## config.mk

```make
export PLATFORM = sky130hd
export DESIGN_NAME = pin_verification
export DESIGN_NICKNAME = d
export VERILOG_FILES = /design/src/rtl/pin_verification.sv
export SDC_FILE = /design/constraint.sdc
export NUM_CORES = 1
export LEC_CHECK = 0
export BUFFER_PORTS_ARGS = -buffer_cell sky130_fd_sc_hd__buf_2
export CAP_MARGIN = 25
export CORE_MARGIN = 2
export CORE_UTILIZATION = 53
export CTS_BUF_LIST = sky130_fd_sc_hd__clkbuf_8
export DETAILED_ROUTE_END_ITERATION = 16
export PLACE_DENSITY = 0.73
export RECOVER_POWER = 25
export REMOVE_ABC_BUFFERS = 1
export SETUP_SLACK_MARGIN = 0.02
export SLEW_MARGIN = 20
export SYNTH_ARGS = -nofsm -noshare
export SYNTH_HDL_FRONTEND = slang
export SYNTH_SLANG_ARGS = --single-unit
```

## constraint.sdc

```tcl
create_clock -name Clk -period 3.39 [get_ports Clk]
set_input_delay 0.8475 -clock Clk [delete_from_list [all_inputs] [get_ports Clk]]
set_output_delay 0.8475 -clock Clk [all_outputs]
set_load 0.05 [all_outputs]
```

## src/rtl/pin_verification.sv

```systemverilog
// PIN check stage: compares captured switch guesses against the stored PIN,
// counts failed attempts and holds a timed lockout after the last failure.
module pin_verification #(
    parameter int unsigned MAX_ATTEMPTS   = 3,
    parameter int unsigned LOCKOUT_CYCLES = 50_000_000,
    parameter int unsigned CNT_W          = 2
) (
    input  logic             Clk,
    input  logic             Reset_n,
    input  logic             Config_Done,
    input  logic [3:0]       A_Pin,
    input  logic [2:0]       B_Pin,
    input  logic             Enter,
    input  logic [3:0]       Switches_A_Guess,
    input  logic [2:0]       Switches_B_Guess,
    output logic             Unlocked,
    output logic             Denied,
    output logic             Locked_Out,
    output logic [CNT_W-1:0] Attempts_Left,
    output logic [2:0]       State_Code
);

    localparam int unsigned TIMER_W = (LOCKOUT_CYCLES > 1) ? $clog2(LOCKOUT_CYCLES) : 1;
    localparam logic [CNT_W-1:0]   ATTEMPTS_MAX = CNT_W'(MAX_ATTEMPTS);
    localparam logic [TIMER_W-1:0] TIMER_LOAD   = TIMER_W'(LOCKOUT_CYCLES - 1);

    typedef enum logic [2:0] {
        IDLE     = 3'd0,
        READY    = 3'd1,
        CHECK    = 3'd2,
        UNLOCKED = 3'd3,
        LOCKOUT  = 3'd4
    } state_t;

    state_t             state, state_nxt;
    logic               enter_old;
    logic               enter_rise;
    logic [3:0]         guess_a, guess_a_nxt;
    logic [2:0]         guess_b, guess_b_nxt;
    logic [TIMER_W-1:0] timer, timer_nxt;
    logic [CNT_W-1:0]   attempts, attempts_nxt, attempts_dec;
    logic               denied_nxt;
    logic               guess_ok;

    assign enter_rise   = Enter & ~enter_old;
    assign guess_ok     = (guess_a == A_Pin) && (guess_b == B_Pin);
    // saturating decrement keeps the counter from wrapping below zero
    assign attempts_dec = (attempts != '0) ? (attempts - CNT_W'(1)) : '0;

    always_comb begin
        state_nxt    = state;
        attempts_nxt = attempts;
        timer_nxt    = timer;
        guess_a_nxt  = guess_a;
        guess_b_nxt  = guess_b;
        denied_nxt   = 1'b0;

        // losing the stored PIN abandons whatever is in progress
        if ((state != IDLE) && !Config_Done) begin
            state_nxt    = IDLE;
            attempts_nxt = ATTEMPTS_MAX;
            timer_nxt    = '0;
        end else begin
            case (state)
                IDLE: begin
                    if (Config_Done) begin
                        state_nxt    = READY;
                        attempts_nxt = ATTEMPTS_MAX;
                    end
                end
                READY: begin
                    if (enter_rise) begin
                        guess_a_nxt = Switches_A_Guess;
                        guess_b_nxt = Switches_B_Guess;
                        state_nxt   = CHECK;
                    end
                end
                CHECK: begin
                    if (guess_ok) begin
                        state_nxt    = UNLOCKED;
                        attempts_nxt = ATTEMPTS_MAX;
                    end else begin
                        denied_nxt   = 1'b1;
                        attempts_nxt = attempts_dec;
                        if (attempts_dec == '0) begin
                            state_nxt = LOCKOUT;
                            timer_nxt = TIMER_LOAD;
                        end else begin
                            state_nxt = READY;
                        end
                    end
                end
                UNLOCKED: begin
                    if (enter_rise) begin
                        state_nxt = READY;
                    end
                end
                LOCKOUT: begin
                    if (timer == '0) begin
                        state_nxt    = READY;
                        attempts_nxt = ATTEMPTS_MAX;
                    end else begin
                        timer_nxt = timer - TIMER_W'(1);
                    end
                end
                default: begin
                    state_nxt    = IDLE;
                    attempts_nxt = ATTEMPTS_MAX;
                    timer_nxt    = '0;
                end
            endcase
        end
    end

    // status flags are registered from the next state so they line up with State_Code
    always_ff @(posedge Clk or negedge Reset_n) begin
        if (!Reset_n) begin
            state      <= IDLE;
            enter_old  <= 1'b0;
            guess_a    <= '0;
            guess_b    <= '0;
            timer      <= '0;
            attempts   <= ATTEMPTS_MAX;
            Unlocked   <= 1'b0;
            Denied     <= 1'b0;
            Locked_Out <= 1'b0;
        end else begin
            state      <= state_nxt;
            enter_old  <= Enter;
            guess_a    <= guess_a_nxt;
            guess_b    <= guess_b_nxt;
            timer      <= timer_nxt;
            attempts   <= attempts_nxt;
            Unlocked   <= (state_nxt == UNLOCKED);
            Denied     <= denied_nxt;
            Locked_Out <= (state_nxt == LOCKOUT);
        end
    end

    assign Attempts_Left = attempts;
    assign State_Code    = state;

endmodule

```

==> out/summary.txt, run 1 <==
status: completed
RSZ-0062 raised after global routing: no
Critical Path Start Type: flip-flop
# hold bufs at CTS: 0
vias: 2,018
all-layer global routing usage: 23.1%
area taken by multi-input logic gates: 1250 um^2
vias in the first global route: 1,878
R2R Setup Slk: 0.68 ns
Avg Cell Area, Syn: 9.33 um^2
Max Clk Rate: 368 MHz
Initial Utilization: 54.8%
Async SR Flop Fraction: 100%
sequential-to-total area share from yosys stat: 44.1%
CTS max path bufs: 2
Routed Antenna Nets: 0
Final Non-Filler Cells: 335
first-pass GRT wire length: 9.16 mm
filler cell count in the final layout: 381
final hold vios: 0
CP Capture Type: flip-flop
period utilization: 80.1%
Sequential Area: 1050 um^2
PwrDens: 685 nW/um^2
Critical path origin: timer[6]$_DFFE_PN0P_
later-pin clock latency in the skew report: 0.30 ns
CTS buffer count: 5
worst hold path type: flip-flop to flip-flop
Unique masters post-synth: 53
Die W: 71.1 um
# IOs: 26
Finish-stage setup viols: 0
fin nets: 302
crit path time final: 2.71 ns
PortBufs: 25
initial antenna violation count: 0
1st-iter DRT viols: 153
ys flop type: dfrtp_1
met1 Track Usage GR: 34.4%
CTS tree: yes
FF-to-FF End: timer[17]$_DFFE_PN0P_
final wirelength: 5.38 mm
layout cells sized above 1: 20.1%
Slew Limit Headroom: 20.5%
skew final: 0.00640 ns
largest net degree at the start of global routing: 43
Max-Cap Viols: 0
worst slew pin tran: 1.19 ns
gr ovfl total: 0
Cells after DPL: 324
GPL Wtd Cong: 0.836
GRT Max-Usage Layer: met1
LEAKAGE: 0.00113 uW
DRT Pass-1 Iters: 4
Reg clk slew, reported paths: 0.08 ns
die area: 5060 um^2
core area: 4350 um^2
CP arrival: 2.90 ns
WS Path Type: flip-flop to flip-flop
Post-DP HPWL: 3.81 mm
Ant. Diodes: 0
worst vdd ir: 0.346 mV
#FFs+latches synth: 42
setup tns final: 0 ns
Vias/cell: 6.02
post-CTS setup buffers: 0
die height: 71.1 um
DRC: 0
CP Data Required Time: 3.58 ns
hold_sp: Attempts_Left[0]$_DFFE_PN1P_
Root Driver: clkbuf_8
GR Util met2: 33.4%
Avg WL per Cell: 16.1 um
htree depth: 2
clock sink count: 42
worst r2r path cells: 7
Final Max Slew Viols: 0
Worst Setup EP: timer[17]$_DFFE_PN0P_
crit-path max FO: 17
post_cts resized: 0
Rows: 24
met3 global-route usage: 4.42%
post-synthesis cell area: 2390 um^2
Synth-to-Final Area Change: 11.5%
EDFF count, synth: 0
worst reg2reg startpoint: timer[6]$_DFFE_PN0P_
Mapped Cells: 256
Syn. warnings: 0
## cell type report
class,instances,share of cell area (%)
clock inverter,3,1.50
multi-input combinational,195,47.2
sequential,42,39.6
inverter,10,1.41
timing repair buffer,28,5.31
clock buffer,5,2.59
tap,52,2.44
## cell usage in the layout (no fill, tap or decap), types with 4 or more instances in the layout
cell | Yosys | layout
dfrtp_1 | 40 | 40
nand3_1 | 4 | 4
or2_2 | 4 | 4
nor4b_1 | 4 | 4
o21ai_0 | 28 | 28
o2bb2ai_1 | 11 | 11
xnor2_1 | 9 | 9
nor2_1 | 34 | 34
buf_2 | 2 | 23
nand2_1 | 9 | 9
a21oi_1 | 16 | 16
mux2_2 | 8 | 8
nor3_1 | 13 | 13
clkbuf_8 | 0 | 5
or3_1 | 4 | 4
inv_1 | 9 | 9
## synthesized netlist by cell type, drive strengths merged, types with 3 or more instances
cell	number	area [um^2]
or3	5	36.3
nor4b	4	35.0
nor4	5	52.6
a21oi	17	96.4
nor2	34	128
nand2b	3	18.8
clkbuf	6	23.8
mux2	9	101
nor3	14	81.3
or2	5	31.3
nand2	9	33.8
buf	3	17.5
dfrtp	40	1000
o21ai	28	140
inv	10	37.5
o22ai	3	18.8
xnor2	9	78.8
o2bb2ai	11	96.3
nand3	4	20.0
## stage by stage
| step | setup slack, ns | area (um^2) | total power, uW | hold slack (ns) | utilization, % |
|---|---|---|---|---|---|
| CTS | 0.670 | 2650 | 1820 | 0.508 | 60.7 |
| finish | 0.676 | 2660 | 1820 | 0.508 | 61.1 |
| global route | 0.488 | 2660 | 1950 | 0.540 | 61.1 |
| detailed placement | 0.474 | 2540 | 1420 | 0.489 | 58.2 |
| floorplan | 0.996 | 2350 | 1250 | 0.457 | - |
| global placement | 0.509 | 2540 | 1410 | 0.486 | 58.2 |
## per-layer routing
metal	wire length (um)	share of wire, %	up-vias
li1	-	-	991
met1	2590	48	954
met2	2420	45	66
met3	291	5.4	7
met4	76	1.4	0
met5	0	0	-
## worst min path at each step
stage	end	depth (start not counted)	slack (ns)
final	Attempts_Left[0]$_DFFE_PN1P_	2	0.51
after global routing	timer[21]$_DFFE_PN0P_	1	0.54
after CTS	Attempts_Left[0]$_DFFE_PN1P_	2	0.51
after detailed placement	timer[22]$_DFFE_PN0P_	1	0.49
after global placement	timer[22]$_DFFE_PN0P_	1	0.49
after floorplan	timer[19]$_DFFE_PN0P_	1	0.46
## flip-flops by register name (all words and copies together) (netlist names)
name,cells
Attempts_Left,2
Denied,1
Locked_Out,1
State_Code,3
Unlocked,1
enter_old,1
guess_a,4
guess_b,3
timer,26
## cell families after synthesis
family | Yosys count | share of synthesized area, %
AOI/OAI and AO/OA | 76 | 20.3
xor gates and xnor gates | 9 | 3.30
DFF | 42 | 44.1
and+or+nand+nor | 99 | 23.6
buffers and inverters | 19 | 3.30
adders and majority gates | 2 | 1.05
muxes | 9 | 4.25
## critical path, stage by stage (launching register included)
cell and delay (ns):
dfrtp_1 0.41, or3_4 0.40, or4b_4 0.59, nor3_4 0.32, nor2_1 0.15, a21oi_4 0.43, inv_2 0.09, a22o_1 0.22
## report_power, final
group	switching (uW)	internal [uW]	total, uW
Clock	179	217	396
Sequential	94.7	596	691
Combinational	440	297	737
Total	713	1110	1820
Note: power is estimated with default switching activity, not from simulation.
==> inputs of run 2 (changes only) <==
- ABC_AREA: not set -> 1
- PLACE_DENSITY: 0.73 -> 0.75
- clock period: 3.39 -> 2.2 ns (I/O delays scaled with it)
==> run 2 against run 1 <==
Non-clock buffer count rose by 8. First-iteration DRC count rose by 1.3%. Utilization fell by 0.078 points. Global-route usage rose by 1.3 points. Register-to-register slack got worse by 0.49 ns. Final cell count rose by 52%.
==> out/summary.txt, run 2 <==
status: completed
final hold vios: 0
Reg clk slew, reported paths: 0.08 ns
Critical Path Start Type: flip-flop
area of all placed cells without fillers: 3080 um^2
Initial Utilization: 54.4%
worst slew pin tran: 1.14 ns
Async SR Flop Fraction: 100%
Vias/cell: 5.44
#FFs+latches synth: 42
top flop regs: timer x26, guess_a x4
final wirelength: 6.49 mm
hold_sp: Enter
later-pin clock latency in the skew report: 0.30 ns
CTS buffer count: 5
LEAKAGE: 0.00179 uW
area share of the largest cell type after synthesis: 36.5%
RSZ-0062 raised after global routing: no
Synth-to-Final Area Change: 12.1%
Cells after DPL: 499
largest net degree at the start of global routing: 21
# IOs: 26
hold_ws: 0.360 ns
Critical path origin: timer[0]$_DFFE_PN0P_
Yosys top cell by area: dfrtp_1
WS Path Type: flip-flop to flip-flop
PwrDens: 718 nW/um^2
initial antenna violation count: 0
htree depth: 2
CP Capture Type: flip-flop
skew final: 0.00538 ns
Avg Cell Area, Syn: 6.78 um^2
PortBufs: 25
filler cell count in the final layout: 473
Largest Register: timer
Final Non-Filler Cells: 508
EDFF count, synth: 0
clock sink count: 42
worst vdd ir: 0.641 mV
CTS tree: yes
first-pass GRT wire length: 11.6 mm
DRT Pass-1 Iters: 5
fin nets: 457
DRC: 0
die area: 5770 um^2
top area cells in the synthesized netlist: dfrtp_1, nand2_1, nand3_1, nor2_1, inv_1
crit path time final: 2.01 ns
Routed Antenna Nets: 0
layout cells sized above 1: 13.5%
most frequent cell after synthesis: nand2_1
Avg WL per Cell: 12.8 um
vias: 2,765
CP Data Required Time: 2.44 ns
Mapped Cells: 405
Placed Instance Area: 2970 um^2
Ant. Diodes: 0
Root Driver: clkbuf_8
die height: 76.0 um
CP arrival: 2.25 ns
Max-Cap Viols: 0
worst reg2reg startpoint: timer[0]$_DFFE_PN0P_
Slew Limit Headroom: 23.9%
vias in the first global route: 2,614
post-synthesis cell area: 2750 um^2
Unique masters post-synth: 30
Post-DP HPWL: 4.79 mm
crit-path max FO: 8
Rows: 26
# hold bufs at CTS: 0
CTS max path bufs: 2
Largest register FFs: 26
ys flop type: dfrtp_1
GPL Wtd Cong: 0.918
most frequent cells in the layout: nand2_1, nor2_1, nand3_1
worst hold path type: input pin to flip-flop
Max Clk Rate: 497 MHz
core area: 5040 um^2
Finish-stage setup viols: 0
most frequent cells after synthesis: nand2_1, nor2_1, nand3_1
Final Max Slew Viols: 0
Die W: 76.0 um
all-layer global routing usage: 24.3%
gr ovfl total: 0
1st-iter DRT viols: 155
Syn. warnings: 0
commonest non-fill, non-tap cell in the layout: nand2_1
sequential-to-total area share from yosys stat: 38.4%
period utilization: 91.5%
==> run 2: changes by cell type after synthesis, sizes merged, moves of 5 or more <==
cell | previous run | this run
nand2 | 9 | 133
nand3 | 4 | 58
nor2 | 34 | 65
inv | 10 | 36
o21ai | 28 | 11
nor3 | 14 | 3
o2bb2ai | 11 | 0
nand4 | 2 | 12
a21oi | 17 | 9
buf | 3 | 8
mux2 | 9 | 4
nor4 | 5 | 0
or2 | 5 | 0
or3 | 5 | 0
==> run 2: timing repair <==
action                     CTS  global route
resized for setup            0             0
buffers inserted             0             1
setup endpoints to repair    0             1
==> run 2: worst max-delay path, stage by stage, from the launching register on <==
cell and delay (ns):
dfrtp_1 0.40, inv_1 0.15, ha_1 0.26, nand2_1 0.19
nor2_2 0.37, nand2_1 0.15, o21bai_1 0.17, nand3_1 0.10
nand2_1 0.07, nand2_1 0.05, nand2_1 0.05
==> run 2: through the flow <==
| step | total power [uW] | util, % | worst slack [ns] | setup TNS (ns) |
|---|---|---|---|---|
| global route | 2360 | 61.0 | 0.0293 | 0 |
| floorplan | 1490 | - | -0.257 | -5.55 |
| global placement | 1680 | 58.9 | 0.201 | 0 |
| detailed placement | 1690 | 58.9 | 0.0934 | 0 |
| finish | 2210 | 61.0 | 0.187 | 0 |
| CTS | 2230 | 60.7 | 0.205 | 0 |
==> run 2: per-layer routing <==
layer	global-route usage [%]	part of all wire (%)
met4	10.0	1.3
met2	38.8	46
met1	32.7	46
met5	0	0
met3	4.86	7.4
==> run 2: layout make-up <==
class                           instances  area [um^2]  share of cell area, %
Tap cell                               70         87.6                   2.85
Inverter                               36          135                   4.39
Clock inverter                          2         12.5                  0.407
Timing Repair Buffer                   36          215                   6.99
Clock buffer                            6         82.6                   2.68
Multi-Input combinational cell        316         1490                   48.5
Sequential cell                        42         1050                   34.2
==> run 2: cell families after synthesis <==
logic type	count (synthesis)	share of synthesized area, %
adder cells (fa/ha/maj)	2	0.911
buffers and inverters	47	7.29
AND/OR/NAND/NOR	271	42.4
AO/OA/AOI/OAI	30	6.47
flip-flops	42	38.4
multiplexers	4	1.64
XOR/XNOR	9	2.87
==> run 2: worst paths after layout <==
| kind | depth (start not counted) | slack [ns] | end |
|---|---|---|---|
| max | 10 | 0.19 | timer[14]$_DFFE_PN0P_ |
| min | 1 | 0.36 | enter_old$_DFF_PN0_ |
| max reg2reg | 10 | 0.19 | timer[14]$_DFFE_PN0P_ |
| min reg2reg | 2 | 0.53 | Attempts_Left[0]$_DFFE_PN1P_ |
| max in group asynchronous | 2 | 0.74 | timer[6]$_DFFE_PN0P_ |
| min in group asynchronous | 1 | 0.44 | guess_a[3]$_DFFE_PN0P_ |
==> run 2: power by group <==
part | switching, uW | internal (uW)
clock network | 280 | 252
registers | 71.1 | 887
logic | 493 | 226
==> inputs of run 3 (changes only) <==
- CORE_ASPECT_RATIO: not set -> 1.25
- REMOVE_ABC_BUFFERS: 1 -> not set
==> run 3 against run 2 <==
Clock power up 17%. Setup slack better by 0.18 ns. Global-route usage increased by 1.9 points. Non-clock buffer count is 1 lower. Register-to-register slack better by 0.18 ns. Count of clock-buffer cells in the layout decreased by 1. Wire length grew 2.0%. Critical path depth stayed put. Sequential power is 0.4% higher. Utilization down 0.31 points. Critical endpoint is now timer[12]$_DFFE_PN0P_.
==> out/summary.txt, run 3 (synthesis results as in run 2) <==
status: completed
DRC: 0
skew final: 0.00768 ns
crit-path max FO: 5
fin nets: 456
WL met2: 3.40 mm
CP Capture Type: flip-flop
gr ovfl total: 0
Finish-stage setup viols: 0
die height: 84.5 um
Root Driver: clkbuf_8
Placed Instance Area: 2970 um^2
R2R Setup Slk: 0.36 ns
Max Used Layer: met4
Internal Pwr Total: 1450 uW
CTS max path bufs: 2
WS Path Type: flip-flop to flip-flop
Slew Limit Headroom: 30.3%
worst r2r path cells: 10
CP arrival: 2.04 ns
Routed Antenna Nets: 0
hold_sp: Enter
final wirelength: 6.62 mm
most used cell, CP: nand2_1
CP Cell Sequence: inv_1, ha_1, nand2_1, nor2_2, buf_4, nand4_1, nand2_1, o21ai_0, nand2_1, nand2_1
Initial Utilization: 54.4%
Avg WL per Cell: 13.3 um
hold path depth: 1
CTS tree: yes
Post-DP HPWL: 4.93 mm
later-pin clock latency in the skew report: 0.30 ns
vias: 2,708
switching part of the total power: 37.3%
Clock power frac: 26.8%
Vias/cell: 5.43
post-CTS setup buffers: 0
vias in the first global route: 2,578
post_cts resized: 0
Flop pwr share: 41.7%
first-pass GRT wire length: 11.7 mm
CP Data Required Time: 2.40 ns
setup tns final: 0 ns
area of all placed cells without fillers: 3060 um^2
PortBufs: 25
Max Clk Rate: 544 MHz
worst slew pin tran: 1.05 ns
Largest register FFs: 26
combinational power share: 31.4%
Reg clk slew, reported paths: 0.09 ns
CP max stage delay: 0.41 ns
layout cells sized above 1: 13.5%
Max-Cap Viols: 0
LEAKAGE: 0.00179 uW
metal3 WL: 249 um
Ant. Diodes: 0
M1 WL: 2.84 mm
Hold EP: enter_old$_DFF_PN0_
largest net degree at the start of global routing: 24
Critical Path Start Type: flip-flop
CTS buffer count: 5
CP bufs+invs: 2
RSZ-0062 raised after global routing: no
1st-iter DRT viols: 135
Max stage delay cell, worst path: dfrtp_1
Final Max Slew Viols: 0
PwrDens: 754 nW/um^2
# IOs: 26
# hold bufs at CTS: 0
htree depth: 2
P_sw: 860 uW
die area: 5770 um^2
FF-to-FF End: timer[12]$_DFFE_PN0P_
final hold vios: 0
family with the most delay on the worst path: simple AND/OR/NAND/NOR gates
clock sink count: 42
core area: 5040 um^2
top flop regs: timer x26, guess_a x4
GPL Wtd Cong: 0.904
all-layer global routing usage: 26.3%
most frequent cells in the layout: nand2_1, nor2_1, nand3_1
Critical path origin: timer[0]$_DFFE_PN0P_
worst vdd ir: 0.516 mV
crit path time final: 1.84 ns
Largest Register: timer
DRT Pass-1 Iters: 4
Rows: 29
worst reg2reg startpoint: timer[0]$_DFFE_PN0P_
worst hold path type: input pin to flip-flop
commonest non-fill, non-tap cell in the layout: nand2_1
period utilization: 83.5%
Mapped Nets: 425
Die W: 68.4 um
initial antenna violation count: 0
Synth-to-Final Area Change: 11.6%
## run 3: cell count changes in the layout (fill, tap and decap cells not counted), sizes merged
cell and change:
buf -1, bufinv +1, clkbuf -1, clkinv +1
clkinvlp -1
## run 3: worst register-to-register path, stage by stage, from the launching register on
cell     delay [ns]
dfrtp_1        0.41
inv_1          0.14
ha_1           0.26
nand2_1        0.19
nor2_2         0.22
buf_4          0.17
nand4_1        0.08
nand2_1        0.07
o21ai_0        0.06
nand2_1        0.08
nand2_1        0.06
## run 3: per-layer routing
metal  vias up  GRT usage [%]
met5         -              0
met4         0           9.09
met3        14           3.75
met2        55           44.0
met1      1274           34.0
li1       1365              -
## run 3: power by group through the flow
stage / registers, uW / logic (uW) / clock network (uW)
after floorplan: 1090 / 427 / 0
after global placement: 971 / 717 / 0
after CTS: 963 / 736 / 631
final: 962 / 726 / 620
after detailed placement: 977 / 734 / 0
after global routing: 973 / 816 / 666
## run 3: worst max-delay path by stage
stage	cells past startpoint	endpoint
2_1_floorplan	9	timer[3]$_DFFE_PN0P_
3_3_place_gp	9	timer[17]$_DFFE_PN0P_
3_5_place_dp	11	timer[4]$_DFFE_PN0P_
4_1_cts	10	timer[12]$_DFFE_PN0P_
5_1_grt	9	timer[13]$_DFFE_PN0P_
6_report	10	timer[12]$_DFFE_PN0P_
## run 3: final cells by class
class / count / area, um^2
flip-flops and latches: 42 / 1050
inverters: 36 / 135
multi-input cells: 316 / 1490
clock inverters: 3 / 40.0
clock buffers: 5 / 68.8
fillers: 489 / 1980
repair buffers: 35 / 196
well taps: 62 / 77.6
## run 3: metrics by stage
stage	std cells	worst slack [ns]	power [uW]	utilization [%]	hold slack, ns
5_1_grt	499	0.191	2460	60.7	0.360
3_3_place_gp	491	0.378	1690	58.9	0.506
2_1_floorplan	405	0.414	1510	-	0.254
4_1_cts	499	0.360	2330	61.1	0.210
3_5_place_dp	491	0.371	1710	58.9	0.505
6_report	499	0.363	2310	60.7	0.364
